## config.mk

```make
export PLATFORM = sky130hd
export DESIGN_NAME = regfile_mp
export DESIGN_NICKNAME = d
export VERILOG_FILES = /design/src/rtl/regfile_mp_pkg.sv /design/src/rtl/regfile_scoreboard.sv /design/src/rtl/regfile_mp.sv
export SDC_FILE = /design/constraint.sdc
export NUM_CORES = 2
export LEC_CHECK = 0
export BUFFER_PORTS_ARGS = -buffer_cell sky130_fd_sc_hd__buf_2
export CORE_ASPECT_RATIO = 1.4
export CORE_MARGIN = 8
export CORE_UTILIZATION = 55
export CTS_BUF_LIST = sky130_fd_sc_hd__clkbuf_4
export DETAILED_ROUTE_END_ITERATION = 10
export HOLD_SLACK_MARGIN = 0.03
export PLACE_DENSITY = 0.71
export REMOVE_ABC_BUFFERS = 1
export SLEW_MARGIN = 20
export SYNTH_ARGS = -nofsm -noshare
export SYNTH_HDL_FRONTEND = slang
export SYNTH_SLANG_ARGS = --single-unit
```

## constraint.sdc

```tcl
create_clock -name r_clk -period 26.9 [get_ports r_clk]
set_clock_uncertainty 0.15 [all_clocks]
set_input_delay 5.38 -clock r_clk [delete_from_list [all_inputs] [get_ports r_clk]]
set_output_delay 5.38 -clock r_clk [all_outputs]
set_load 0.005 [all_outputs]
```

## src/rtl/regfile_mp_pkg.sv

```systemverilog
// Shared constants and bus-slicing helpers for the multi-port register file.
// Both the storage array and the busy-bit scoreboard import this package.
package regfile_mp_pkg;

  localparam int DEF_DWIDTH = 32;
  localparam int DEF_AWIDTH = 5;
  localparam int DEF_NRD    = 2;
  localparam int DEF_NWR    = 2;

  localparam int RST_ZERO  = 0;
  localparam int RST_INDEX = 1;

  // Flattened buses carry port 0 in the LSBs; lane k starts at k*width.
  function automatic int laneLsb(input int lane, input int width);
    return lane * width;
  endfunction

  function automatic int regCount(input int awidth);
    return 1 << awidth;
  endfunction

endpackage

```

## src/rtl/regfile_scoreboard.sv

```systemverilog
// Busy-bit scoreboard: tracks registers with an issued but not yet written
// producer, keeps a running count and raises per-read-port hazard flags.
module regfile_scoreboard
  import regfile_mp_pkg::*;
#(
  parameter int AWIDTH   = DEF_AWIDTH,
  parameter int NRD      = DEF_NRD,
  parameter int NWR      = DEF_NWR,
  parameter int ZERO_REG = 1,
  parameter int BYPASS   = 1
) (
  input  logic                  r_clk,
  input  logic                  r_rst,
  input  logic [NWR-1:0]        r_wr_en,
  input  logic [NWR*AWIDTH-1:0] r_wr_addr,
  input  logic [NRD*AWIDTH-1:0] r_rd_addr,
  input  logic                  r_iss_en,
  input  logic [AWIDTH-1:0]     r_iss_addr,
  output logic [NRD-1:0]        r_rd_busy,
  output logic [AWIDTH:0]       r_busy_cnt
);

  localparam int DEPTH = regCount(AWIDTH);

  logic [DEPTH-1:0] r_busy;
  logic [DEPTH-1:0] w_set;
  logic [DEPTH-1:0] w_clr;
  logic [DEPTH-1:0] w_next;
  logic [AWIDTH:0]  w_setCnt;
  logic [AWIDTH:0]  w_clrCnt;

  always_comb begin
    w_set = '0;
    w_clr = '0;
    if (r_iss_en && !(ZERO_REG == 1 && r_iss_addr == '0))
      w_set[r_iss_addr] = 1'b1;
    for (int p = 0; p < NWR; p++)
      if (r_wr_en[p])
        w_clr[r_wr_addr[laneLsb(p, AWIDTH) +: AWIDTH]] = 1'b1;
  end

  // A same-cycle issue beats a write, so set is applied after clear.
  assign w_next = (r_busy & ~w_clr) | w_set;

  // Count only real transitions so re-issues and stray clears leave it alone.
  always_comb begin
    w_setCnt = '0;
    w_clrCnt = '0;
    for (int i = 0; i < DEPTH; i++) begin
      if (w_set[i] && !r_busy[i])
        w_setCnt = w_setCnt + (AWIDTH+1)'(1);
      if (w_clr[i] && !w_set[i] && r_busy[i])
        w_clrCnt = w_clrCnt + (AWIDTH+1)'(1);
    end
  end

  always_ff @(posedge r_clk or negedge r_rst) begin
    if (!r_rst) begin
      r_busy     <= '0;
      r_busy_cnt <= '0;
    end else begin
      r_busy     <= w_next;
      r_busy_cnt <= r_busy_cnt + w_setCnt - w_clrCnt;
    end
  end

  always_comb begin
    r_rd_busy = '0;
    for (int k = 0; k < NRD; k++)
      r_rd_busy[k] = r_busy[r_rd_addr[laneLsb(k, AWIDTH) +: AWIDTH]] &&
                     !(BYPASS == 1 && w_clr[r_rd_addr[laneLsb(k, AWIDTH) +: AWIDTH]]);
  end

endmodule

```

## src/rtl/regfile_mp.sv

```systemverilog
// Multi-port register file with optional hard-wired zero register, write-to-read
// forwarding and an attached busy-bit scoreboard for hazard detection.
module regfile_mp
  import regfile_mp_pkg::*;
#(
  parameter int DWIDTH   = DEF_DWIDTH,
  parameter int AWIDTH   = DEF_AWIDTH,
  parameter int NRD      = DEF_NRD,
  parameter int NWR      = DEF_NWR,
  parameter int ZERO_REG = 1,
  parameter int BYPASS   = 1,
  parameter int RST_MODE = RST_INDEX
) (
  input  logic                  r_clk,
  input  logic                  r_rst,
  input  logic [NWR-1:0]        r_wr_en,
  input  logic [NWR*AWIDTH-1:0] r_wr_addr,
  input  logic [NWR*DWIDTH-1:0] r_wr_data,
  input  logic [NRD*AWIDTH-1:0] r_rd_addr,
  output logic [NRD*DWIDTH-1:0] r_rd_data,
  output logic [NRD-1:0]        r_rd_busy,
  input  logic                  r_iss_en,
  input  logic [AWIDTH-1:0]     r_iss_addr,
  output logic [AWIDTH:0]       r_busy_cnt
);

  localparam int DEPTH = regCount(AWIDTH);

  logic [DWIDTH-1:0] r_regs   [DEPTH];
  logic [AWIDTH-1:0] w_wrAddr [NWR];
  logic [DWIDTH-1:0] w_wrData [NWR];
  logic [AWIDTH-1:0] w_rdAddr [NRD];

  always_comb begin
    for (int p = 0; p < NWR; p++) begin
      w_wrAddr[p] = r_wr_addr[laneLsb(p, AWIDTH) +: AWIDTH];
      w_wrData[p] = r_wr_data[laneLsb(p, DWIDTH) +: DWIDTH];
    end
    for (int k = 0; k < NRD; k++)
      w_rdAddr[k] = r_rd_addr[laneLsb(k, AWIDTH) +: AWIDTH];
  end

  // Higher-numbered write ports are applied last, so port 1 wins collisions.
  always_ff @(posedge r_clk or negedge r_rst) begin
    if (!r_rst) begin
      for (int i = 0; i < DEPTH; i++)
        r_regs[i] <= (RST_MODE == RST_INDEX) ? DWIDTH'(i) : '0;
    end else begin
      for (int p = 0; p < NWR; p++)
        if (r_wr_en[p] && !(ZERO_REG == 1 && w_wrAddr[p] == '0))
          r_regs[w_wrAddr[p]] <= w_wrData[p];
    end
  end

  always_comb begin
    r_rd_data = '0;
    for (int k = 0; k < NRD; k++) begin
      r_rd_data[laneLsb(k, DWIDTH) +: DWIDTH] = r_regs[w_rdAddr[k]];
      if (BYPASS == 1)
        for (int p = 0; p < NWR; p++)
          if (r_wr_en[p] && w_wrAddr[p] == w_rdAddr[k])
            r_rd_data[laneLsb(k, DWIDTH) +: DWIDTH] = w_wrData[p];
      if (ZERO_REG == 1 && w_rdAddr[k] == '0)
        r_rd_data[laneLsb(k, DWIDTH) +: DWIDTH] = '0;
    end
  end

  regfile_scoreboard #(
    .AWIDTH   (AWIDTH),
    .NRD      (NRD),
    .NWR      (NWR),
    .ZERO_REG (ZERO_REG),
    .BYPASS   (BYPASS)
  ) u_scoreboard (
    .r_clk      (r_clk),
    .r_rst      (r_rst),
    .r_wr_en    (r_wr_en),
    .r_wr_addr  (r_wr_addr),
    .r_rd_addr  (r_rd_addr),
    .r_iss_en   (r_iss_en),
    .r_iss_addr (r_iss_addr),
    .r_rd_busy  (r_rd_busy),
    .r_busy_cnt (r_busy_cnt)
  );

endmodule

```

==> results by group <==
Placement
  – Place WS: 1.601 ns
  – Buffers on Ports: 165
  – Cell Area, Placed: 74700 um2
  – Final GP Congestion: 0.9998
  – Post-placement cell count: 8375
  – DP HPWL: 161300 um

CTS
  – Hold buffer count at CTS: 0
  – H-tree Lvls: 5
  – Clk sinks: 1062
  – Clock Root Buffer: clkbuf_4
  – CTS clock-pin slew for the worst setup and hold paths: 0.07 ns
  – Resized cells post-CTS: 0
  – Longest Clk Path Bufs: 4
  – CTS tree: built
  – Clock latency on the worst-skew pair: 1.32 ns
  – Post-CTS setup buffers: 0
  – CTS Buf Count: 289

Logic synthesis
  – Synth area leader: dfrtp_1
  – Asr flop ratio synth: 1.000
  – Cell Area, Synth: 73310 um2
  – Top cells by area, synth: dfrtp_1 (34%), mux4_2 (20%), mux2i_1 (12%)
  – Count leader, synth: dfrtp_1
  – Distinct cells, synth: 98
  – Mapped Cells: 7175
  – Number of synthesized flops with an enable pin: 0
  – Synth warn: 0
  – Synth top area share: 0.3352
  – Main synth FF type: dfrtp_1
  – Sequential fraction of the synthesis area: 0.3639
  – Number of synthesized register bits: 1062
  – Most instantiated cells after synthesis: dfrtp_1 (982), mux2i_1 (900), nor2_1 (830)
  – Post-Syn Area per Cell: 10.22 um2

Power
  – Pwr dens: 69.37 nW/um2
  – VDD IR max: 0.00005015 V
  – Total Power: 5.421 mW
  – Lkg Pwr: 37.19 nW

Global routing
  – Number of antenna violations at the first check in global routing: 21
  – Vias in the first global route: 61610
  – Total GRT Usage: 0.3816
  – First-pass GRT wire length: 412700 um
  – GR Overflow Total: 0
  – Largest net degree at the start of global routing: 173

Route
  – WL/cell: 32.11 um
  – Post-Route WL: 284500 um
  – Met2 Wirelength: 124000 um
  – Vias per cell: 7.075
  – Router iterations before antenna repair: 10
  – DRC: 0
  – Met3 WL: 38050 um
  – Final ANT Viol Nets: 0
  – Routed length on met1: 96180 um
  – Max Used Layer: met5
  – DRT iter0 DRCs: 9562
  – DR vias: 62680

STA
  – Unrepaired setup endpoints after global routing: false
  – WHS: 0.2465 ns
  – Hold Fails Final Rpt: 0
  – Max Freq: 41.03 MHz
  – Least-Margin Pin Slew: 1.276 ns
  – Max-slew headroom: 0.1461
  – Tmin final: 24.37 ns
  – # setup viols final: 0
  – Fin worst setup slack: 2.528 ns
  – Final Cycle Share: 0.9060
  – Setup TNS: 0 ns
  – Max-slew violations: 0

Critical path
  – Slowest cell delay on critical path: 0.89 ns
  – CP Launch Type: input pin
  – Worst Path Buf+Inv: 6
  – WP data arrival: 25.44 ns
  – CP max-delay cell: nor2b_1
  – Critical path launch point: r_wr_addr[5]
  – Worst Setup End Kind: flop
  – Delay-heaviest family, CP: compound AO/OA/AOI/OAI gates
  – Top cell by count, worst path: ha_1
  – Worst r2r src: u_scoreboard.r_busy[1]$_DFF_PN0_
  – CP max FO: 10
  – WS Path Type: in2reg
  – Worst EP required: 27.96 ns

Floorplanning
  – # IOs: 166
  – Die area: 145400 um2
  – Overall die height: 448.0 um
  – Die width: 324.6 um
  – Number of core rows: 158
  – Initial Util: 0.5535
  – Std-Cell Core Area: 132500 um2

Min path
  – Worst min-delay path startpoint: r_regs[1018]$_DFF_PN0_
  – Hold Path Class: reg2reg

Finish
  – Final core utilization: 0.5901
  – Final net count: 7073
  – Layout area overhead: 6.614%
  – Fin cells: 8859
  – Design area: 78160 um2
  – Share of layout cells above drive strength 1: 0.2209

Run status
  – Run status: complete, no violations

Flow run
  – Max Cap Violations: 0
==> layout make-up <==
class	instances	area, um2
Clock inverter	63	320.3
Inverter	68	255.2
Timing Repair Buffer	278	1874
Tap cell	1760	2202
Clock buffer	406	3048
Antenna cell	14	35.03
Fill cell	11010	54300
Sequential cell	1062	26680
Multi-Input combinational cell	5208	43750
==> logic make-up (layout without fill, tap and decap cells) <==
logic type                 Yosys count  after routing  share of synthesized area
AOI/OAI and AO/OA                 1498           1498                     0.1174
xor gates and xnor gates           170            170                    0.02366
adders and majority gates           73             73                    0.01294
buffers and inverters              910            815                    0.04689
DFF                               1062           1062                     0.3639
muxes                             1576           1576                     0.3290
other                                2             21                  0.0001024
and+or+nand+nor                   1884           1884                     0.1061
==> per-layer routing <==
| metal | GRT usage | vias up |
|---|---|---|
| met3 | 0.1283 | 1377 |
| met2 | 0.5642 | 4967 |
| met1 | 0.4614 | 30550 |
| li1 | - | 25770 |
| met5 | 0.01265 | - |
| met4 | 0.2925 | 10 |
==> placed cells by master (no fill, tap or decap), types with 17 or more instances in the layout <==
cell type / count
nor2_1: 813
mux4_2: 666
a21oi_1: 584
dfstp_2: 80
buf_2: 154
a22oi_1: 87
xor2_1: 59
nand3_1: 51
ha_1: 67
a31oi_1: 98
clkinv_1: 51
nand2_1: 757
inv_1: 65
a211oi_1: 71
clkbuf_4: 406
mux2i_1: 900
xnor2_1: 93
dfrtp_1: 982
nor3_1: 41
buf_4: 106
o22ai_1: 20
nor2_4: 17
a221oi_1: 18
o21ai_0: 485
nand2_4: 40
==> sequential cells by signal (all words and copies together), names as in the netlist <==
signal,cells
r_regs,1024
u_scoreboard.r_busy,32
u_scoreboard.r_busy_cnt,6
==> power breakdown <==
part	switching [mW]	internal, mW	leakage [nW]	total, mW
sequential	0.333	2.04	12.9	2.37
clock	0.731	0.719	2.03	1.45
combinational	0.738	0.865	22.3	1.60
total	1.80	3.62	37.2	5.42
==> worst reg2reg max path, delay by kind of cell (launching register included) <==
kind,cells,cell delay (ns)
fa+ha+maj,17,5.37
simple gates,11,1.68
buf+inv,5,0.36
compound gates,34,7.01
flops,1,0.39
xor+xnor,12,2.45
mux,7,1.70
==> worst paths after layout <==
check                                                            end  slack [ns]  depth (start not counted)
worst max-delay path            u_scoreboard.r_busy_cnt[5]$_DFF_PN0_        2.53                         88
worst min-delay path                          r_regs[1018]$_DFF_PN0_        0.25                          0
worst max register to register  u_scoreboard.r_busy_cnt[5]$_DFF_PN0_        7.74                         86
worst min register to register                r_regs[1018]$_DFF_PN0_        0.25                          0
max in group asynchronous                      r_regs[923]$_DFF_PN0_       19.31                          4
min in group asynchronous                     r_regs[1016]$_DFF_PN0_        4.02                          1
Power figures use the tool's default switching activity.
